--- config.mk ---
export PLATFORM = sky130hd
export DESIGN_NAME = vga_timing_gen
export DESIGN_NICKNAME = d
export VERILOG_FILES = /design/src/rtl/vga_timing_gen.sv
export SDC_FILE = /design/constraint.sdc
export NUM_CORES = 1
export LEC_CHECK = 0
export CORE_MARGIN = 1
export CORE_UTILIZATION = 60
export CTS_CLUSTER_DIAMETER = 80
export DETAILED_ROUTE_END_ITERATION = 8
export PLACE_DENSITY_LB_ADDON = 0.1
export SLEW_MARGIN = 20
export SYNTH_ARGS = -nofsm -noshare
export SYNTH_HDL_FRONTEND = slang
export SYNTH_SLANG_ARGS = --single-unit
export TNS_END_PERCENT = 20
--- constraint.sdc ---
create_clock -name pixel_clk -period 12.44 [get_ports pixel_clk]
set_clock_uncertainty 0.05 [all_clocks]
set_input_delay 2.488 -clock pixel_clk [delete_from_list [all_inputs] [get_ports pixel_clk]]
set_output_delay 2.488 -clock pixel_clk [all_outputs]
set_load 0.05 [all_outputs]
--- src/rtl/vga_timing_gen.sv ---
// rtl/vga_timing_gen.sv - runtime-reconfigurable VGA/DVI raster timing generator
module vga_timing_gen #(
  parameter int CW        = 11,
  parameter int DEF_HACT  = 640,
  parameter int DEF_HFP   = 16,
  parameter int DEF_HSYNC = 96,
  parameter int DEF_HBP   = 48,
  parameter int DEF_VACT  = 480,
  parameter int DEF_VFP   = 10,
  parameter int DEF_VSYNC = 2,
  parameter int DEF_VBP   = 33,
  parameter bit DEF_HPOL  = 1'b0,
  parameter bit DEF_VPOL  = 1'b0
) (
  input  logic          pixel_clk,
  input  logic          rst,
  input  logic          en,
  input  logic [CW-1:0] cfg_hact,
  input  logic [CW-1:0] cfg_hfp,
  input  logic [CW-1:0] cfg_hsync,
  input  logic [CW-1:0] cfg_hbp,
  input  logic [CW-1:0] cfg_vact,
  input  logic [CW-1:0] cfg_vfp,
  input  logic [CW-1:0] cfg_vsync,
  input  logic [CW-1:0] cfg_vbp,
  input  logic          cfg_hpol,
  input  logic          cfg_vpol,
  input  logic          cfg_load,
  output logic          cfg_pending,
  output logic          hs,
  output logic          vs,
  output logic          blank,
  output logic          de,
  output logic [CW-1:0] hcount,
  output logic [CW-1:0] vcount,
  output logic          line_start,
  output logic          frame_start,
  output logic          vblank_start
);

  typedef struct packed {
    logic [CW-1:0] hact;
    logic [CW-1:0] hfp;
    logic [CW-1:0] hsync;
    logic [CW-1:0] hbp;
    logic [CW-1:0] vact;
    logic [CW-1:0] vfp;
    logic [CW-1:0] vsync;
    logic [CW-1:0] vbp;
    logic          hpol;
    logic          vpol;
  } timing_cfg_t;

  localparam timing_cfg_t DEF_CFG = '{
    hact:  CW'(DEF_HACT),
    hfp:   CW'(DEF_HFP),
    hsync: CW'(DEF_HSYNC),
    hbp:   CW'(DEF_HBP),
    vact:  CW'(DEF_VACT),
    vfp:   CW'(DEF_VFP),
    vsync: CW'(DEF_VSYNC),
    vbp:   CW'(DEF_VBP),
    hpol:  DEF_HPOL,
    vpol:  DEF_VPOL
  };

  localparam logic [CW:0] ONE = (CW+1)'(1);

  timing_cfg_t   act_cfg;
  timing_cfg_t   shd_cfg;
  timing_cfg_t   cfg_in;
  logic [CW-1:0] h;
  logic [CW-1:0] v;

  logic [CW:0] h_tot;
  logic [CW:0] v_tot;
  logic [CW:0] hs_beg;
  logic [CW:0] hs_end;
  logic [CW:0] vs_beg;
  logic [CW:0] vs_end;
  logic        h_last;
  logic        v_last;
  logic        hs_act;
  logic        vs_act;
  logic        blank_nx;
  logic        apply;

  assign cfg_in = '{
    hact:  cfg_hact,
    hfp:   cfg_hfp,
    hsync: cfg_hsync,
    hbp:   cfg_hbp,
    vact:  cfg_vact,
    vfp:   cfg_vfp,
    vsync: cfg_vsync,
    vbp:   cfg_vbp,
    hpol:  cfg_hpol,
    vpol:  cfg_vpol
  };

  // Sums carry one extra bit so a full 2^CW total still compares correctly.
  assign hs_beg = {1'b0, act_cfg.hact} + {1'b0, act_cfg.hfp};
  assign hs_end = hs_beg + {1'b0, act_cfg.hsync};
  assign h_tot  = hs_end + {1'b0, act_cfg.hbp};
  assign vs_beg = {1'b0, act_cfg.vact} + {1'b0, act_cfg.vfp};
  assign vs_end = vs_beg + {1'b0, act_cfg.vsync};
  assign v_tot  = vs_end + {1'b0, act_cfg.vbp};

  assign h_last   = ({1'b0, h} == (h_tot - ONE));
  assign v_last   = ({1'b0, v} == (v_tot - ONE));
  assign hs_act   = ({1'b0, h} >= hs_beg) && ({1'b0, h} < hs_end);
  assign vs_act   = ({1'b0, v} >= vs_beg) && ({1'b0, v} < vs_end);
  assign blank_nx = (h >= act_cfg.hact) || (v >= act_cfg.vact);

  // New timing is only swapped in on the last pixel of a frame, so the
  // following frame starts cleanly at (0,0) with the new geometry.
  assign apply = en && cfg_pending && h_last && v_last;

  always_ff @(posedge pixel_clk or posedge rst) begin
    if (rst) begin
      h            <= '0;
      v            <= '0;
      act_cfg      <= DEF_CFG;
      shd_cfg      <= DEF_CFG;
      cfg_pending  <= 1'b0;
      hs           <= ~DEF_HPOL;
      vs           <= ~DEF_VPOL;
      blank        <= 1'b1;
      de           <= 1'b0;
      hcount       <= '0;
      vcount       <= '0;
      line_start   <= 1'b0;
      frame_start  <= 1'b0;
      vblank_start <= 1'b0;
    end else begin
      if (cfg_load) begin
        shd_cfg     <= cfg_in;
        cfg_pending <= 1'b1;
      end else if (apply) begin
        cfg_pending <= 1'b0;
      end

      if (apply) begin
        act_cfg <= shd_cfg;
      end

      if (en) begin
        h <= h_last ? '0 : h + CW'(1);
        if (h_last) begin
          v <= v_last ? '0 : v + CW'(1);
        end
        hs           <= hs_act ? act_cfg.hpol : ~act_cfg.hpol;
        vs           <= vs_act ? act_cfg.vpol : ~act_cfg.vpol;
        blank        <= blank_nx;
        de           <= ~blank_nx;
        hcount       <= h;
        vcount       <= v;
        line_start   <= (h == '0);
        frame_start  <= (h == '0) && (v == '0);
        vblank_start <= (h == '0) && (v == act_cfg.vact);
      end
    end
  end

endmodule

==> reports/results.txt <==
WP buf/inv - 3
Antenna violations before repair - 0
Slew of the pin with the lowest slew margin - 0.926 ns
Clk sink count - 232
Buffers on Ports - 123
Commonest cells in the synthesized netlist - dfrtp_1 (197), mux2_2 (156), ha_1 (148)
Detail Placement HPWL - 21.2 mm
I/O pin count - 124
Pwr Density - 115 nW/um2
Number of buffers inserted to repair setup after CTS - 0
Warnings from Yosys - 0
# H-tree levels - 1
Max Fclk - 131 MHz
Worst hold path stage count - 1
Highest metal layer with signal wires - met4
Post-Route WL - 28.8 mm
Sum of met2 wire segment lengths after detailed routing - 13.0 mm
Result of the run - completed
Number of DRC violations after detailed routing - 0
Source-to-sink clock delay at the later pin of the worst-skew pair - 0.53 ns
CTS Hold Bufs - 0
Final estimated routing congestion in global placement - 0.873
Count of TritonRoute iterations in the first routing pass - 5
Proportion of synthesized chip area in sequential cells - 0.416
Starting DRC count in detailed routing - 462
Worst Path Max Fanout - 48
Hold Path Class - reg -> reg
Most area-consuming cells after synthesis - dfrtp_1 (35%), ha_1 (13%), mux2_2 (12%)
Share of the synthesized area in the top cell type - 0.350
Standby leakage power - 7.60 nW
Count of vias placed by the detailed router - 9716
Antenna-violating nets left - 0
Proportion of register bits with asynchronous set or reset after synthesis - 1.00
Mapped Cells - 1284
Post-route fraction of the period consumed by the critical path - 0.612
Kind of start point of the critical path - register
TritonCTS clock tree - done
Final number of hold-violating endpoints - 0
Number of nets in the layout - 1647
Number of maximum-capacitance constraint violations - 0
Horizontal die dimension - 155 um
Post-route minimum period - 7.61 ns
Synth-to-Final Area Change - 17.0%
R2R cell count - 28
Synthesized Nets - 1532
Max transition margin - 0.379
Clock Root Buffer - clkbuf_16
Average via count per standard cell - 5.62
Buffer depth of the longest clock path - 3
Primary flip-flop cell chosen by synthesis mapping - dfrtp_1
Grt total ovfl - 0
Worst setup EP type - register
Vias in the first global route - 9756
Diodes inserted - 0
Family of cells with the greatest summed delay on the critical path - compound AO/OA/AOI/OAI gates
Arrival time of the worst setup path - 7.96 ns
Met1 layer wirelength in the final routing - 14.3 mm
Resized Gates After CTS - 0
Crit path required time - 12.79 ns
Floorplan row count - 55
Post-synthesis average cell area - 11.0 um2
Detailed-routed wire length on met3 - 1.15 mm
Type of the worst setup path - reg -> reg
Area of the core - 22800 um2
Worst path max stage delay - 0.68 ns
Detailed-route wire length per cell - 16.7 um
Die Footprint - 24100 um2
Path length in cells of the critical path - 28
Setup TNS - 0 ns
Unrepaired setup endpoints after global routing - no
EDFF count, synth - 0
Largest net degree at the start of global routing - 87
Hold WS - 0.431 ns
Post-synthesis register bit count - 232
Crit path max-delay cell type - and3_1
Post-synthesis cell type count - 66
Number of endpoints failing setup at the final stage - 0
Die height - 155 um
IR Drop Worst-Case VDD - 0.0000879 V
Library cell occupying the most area in the post-synthesis netlist - dfrtp_1
Clock Pin Slew Worst Setup and Hold Paths - 0.06 ns
Global-route wire length before repair - 48.6 mm
Total routing usage reported by global routing - 0.250
Combined area of all synthesized cells - 14100 um2
Most common cell in the synthesized netlist - dfrtp_1
Effective utilization at floorplan - 0.616
Number of pins with negative max-slew slack in the final report - 0
Number of buffers created by CTS - 25
Fraction of final layout cells sized beyond drive strength 1 - 0.187
## sequential cells by signal (all words and copies together) (netlist names)
register	count
vblank_start	1
shd_cfg	90
act_cfg	90
v	11
vcount	11
blank	1
hs	1
vs	1
h	11
cfg_pending	1
frame_start	1
hcount	11
de	1
line_start	1
## per-layer routing
layer  global-route usage  vias to the layer above
li1                     -                     4749
met1                0.364                     4745
met2                0.403                      194
met3               0.0323                       28
met4               0.0500                        0
met5                    0                        -
## cells in the final DEF (no fill, tap or decap), drive strengths merged, types with 8 or more instances in the layout
cell type / synthesis / routed
o21a: 12 / 12
o21ai: 60 / 60
buf: 13 / 9
nor2: 49 / 49
clkbuf: 29 / 32
xor2: 27 / 27
nand4: 14 / 14
dfrtp: 197 / 197
a21o: 22 / 22
ha: 148 / 148
dfstp: 35 / 35
xnor2: 46 / 46
nand2b: 15 / 15
nor4: 8 / 8
a31oi: 9 / 9
a211oi: 8 / 8
or2: 10 / 10
nand3: 16 / 16
nor2b: 12 / 12
a21boi: 8 / 8
inv: 135 / 136
a21oi: 56 / 56
nand2: 45 / 45
clkdlybuf4s50: 0 / 121
nor3: 14 / 14
mux2: 201 / 201
## cell type report
cell class                 count  area [um2]
clock buffer                  32         682
tap                          313         392
fill                        1721        6380
multi-input combinational    875        7540
clock inverter                11         174
inverter                     135         514
sequential                   232        5850
timing repair buffer         130        1320
## where the power goes
group | leakage [nW] | internal, W | switching [W] | total, W
clock network | 0.408 | 0.000470 | 0.000304 | 0.000773
logic | 4.32 | 0.000124 | 0.000123 | 0.000247
registers | 2.88 | 0.000808 | 0.0000582 | 0.000866
## worst paths after layout
| kind | startpoint | to | slack, ns |
|---|---|---|---|
| setup / recovery | act_cfg[79] | act_cfg[64] | 4.83 |
| hold / removal | shd_cfg[56] | act_cfg[56] | 0.43 |
| setup reg to reg | act_cfg[79] | act_cfg[64] | 4.83 |
| hold reg to reg | shd_cfg[56] | act_cfg[56] | 0.43 |
| max in group asynchronous | rst | act_cfg[7] | 8.01 |
| min in group asynchronous | rst | act_cfg[80] | 2.40 |
## cells by family after synthesis
kind of cell             Yosys count  synth area share
flip-flops                       232             0.416
XOR/XNOR                          74            0.0470
multiplexers                     206             0.164
buffers and inverters            177            0.0484
adder cells (fa/ha/maj)          154             0.140
AND/OR/NAND/NOR                  210            0.0773
AO/OA/AOI/OAI                    231             0.107
## metrics by stage
step / power [W] / cell area (um2) / utilization / setup WS [ns] / std cells
6_report: 0.00189 / 16500 / 0.721 / 4.83 / 1728
5_1_grt: 0.00197 / 16500 / 0.721 / 3.98 / 1728
4_1_cts: 0.00190 / 16400 / 0.720 / 4.82 / 1727
3_5_place_dp: 0.00112 / 15600 / 0.682 / 4.88 / 1684
3_3_place_gp: 0.00111 / 15600 / 0.681 / 4.99 / 1683
2_1_floorplan: 0.00102 / 14100 / - / 3.60 / 1284
No activity file was read; power rests on OpenSTA's default activity.
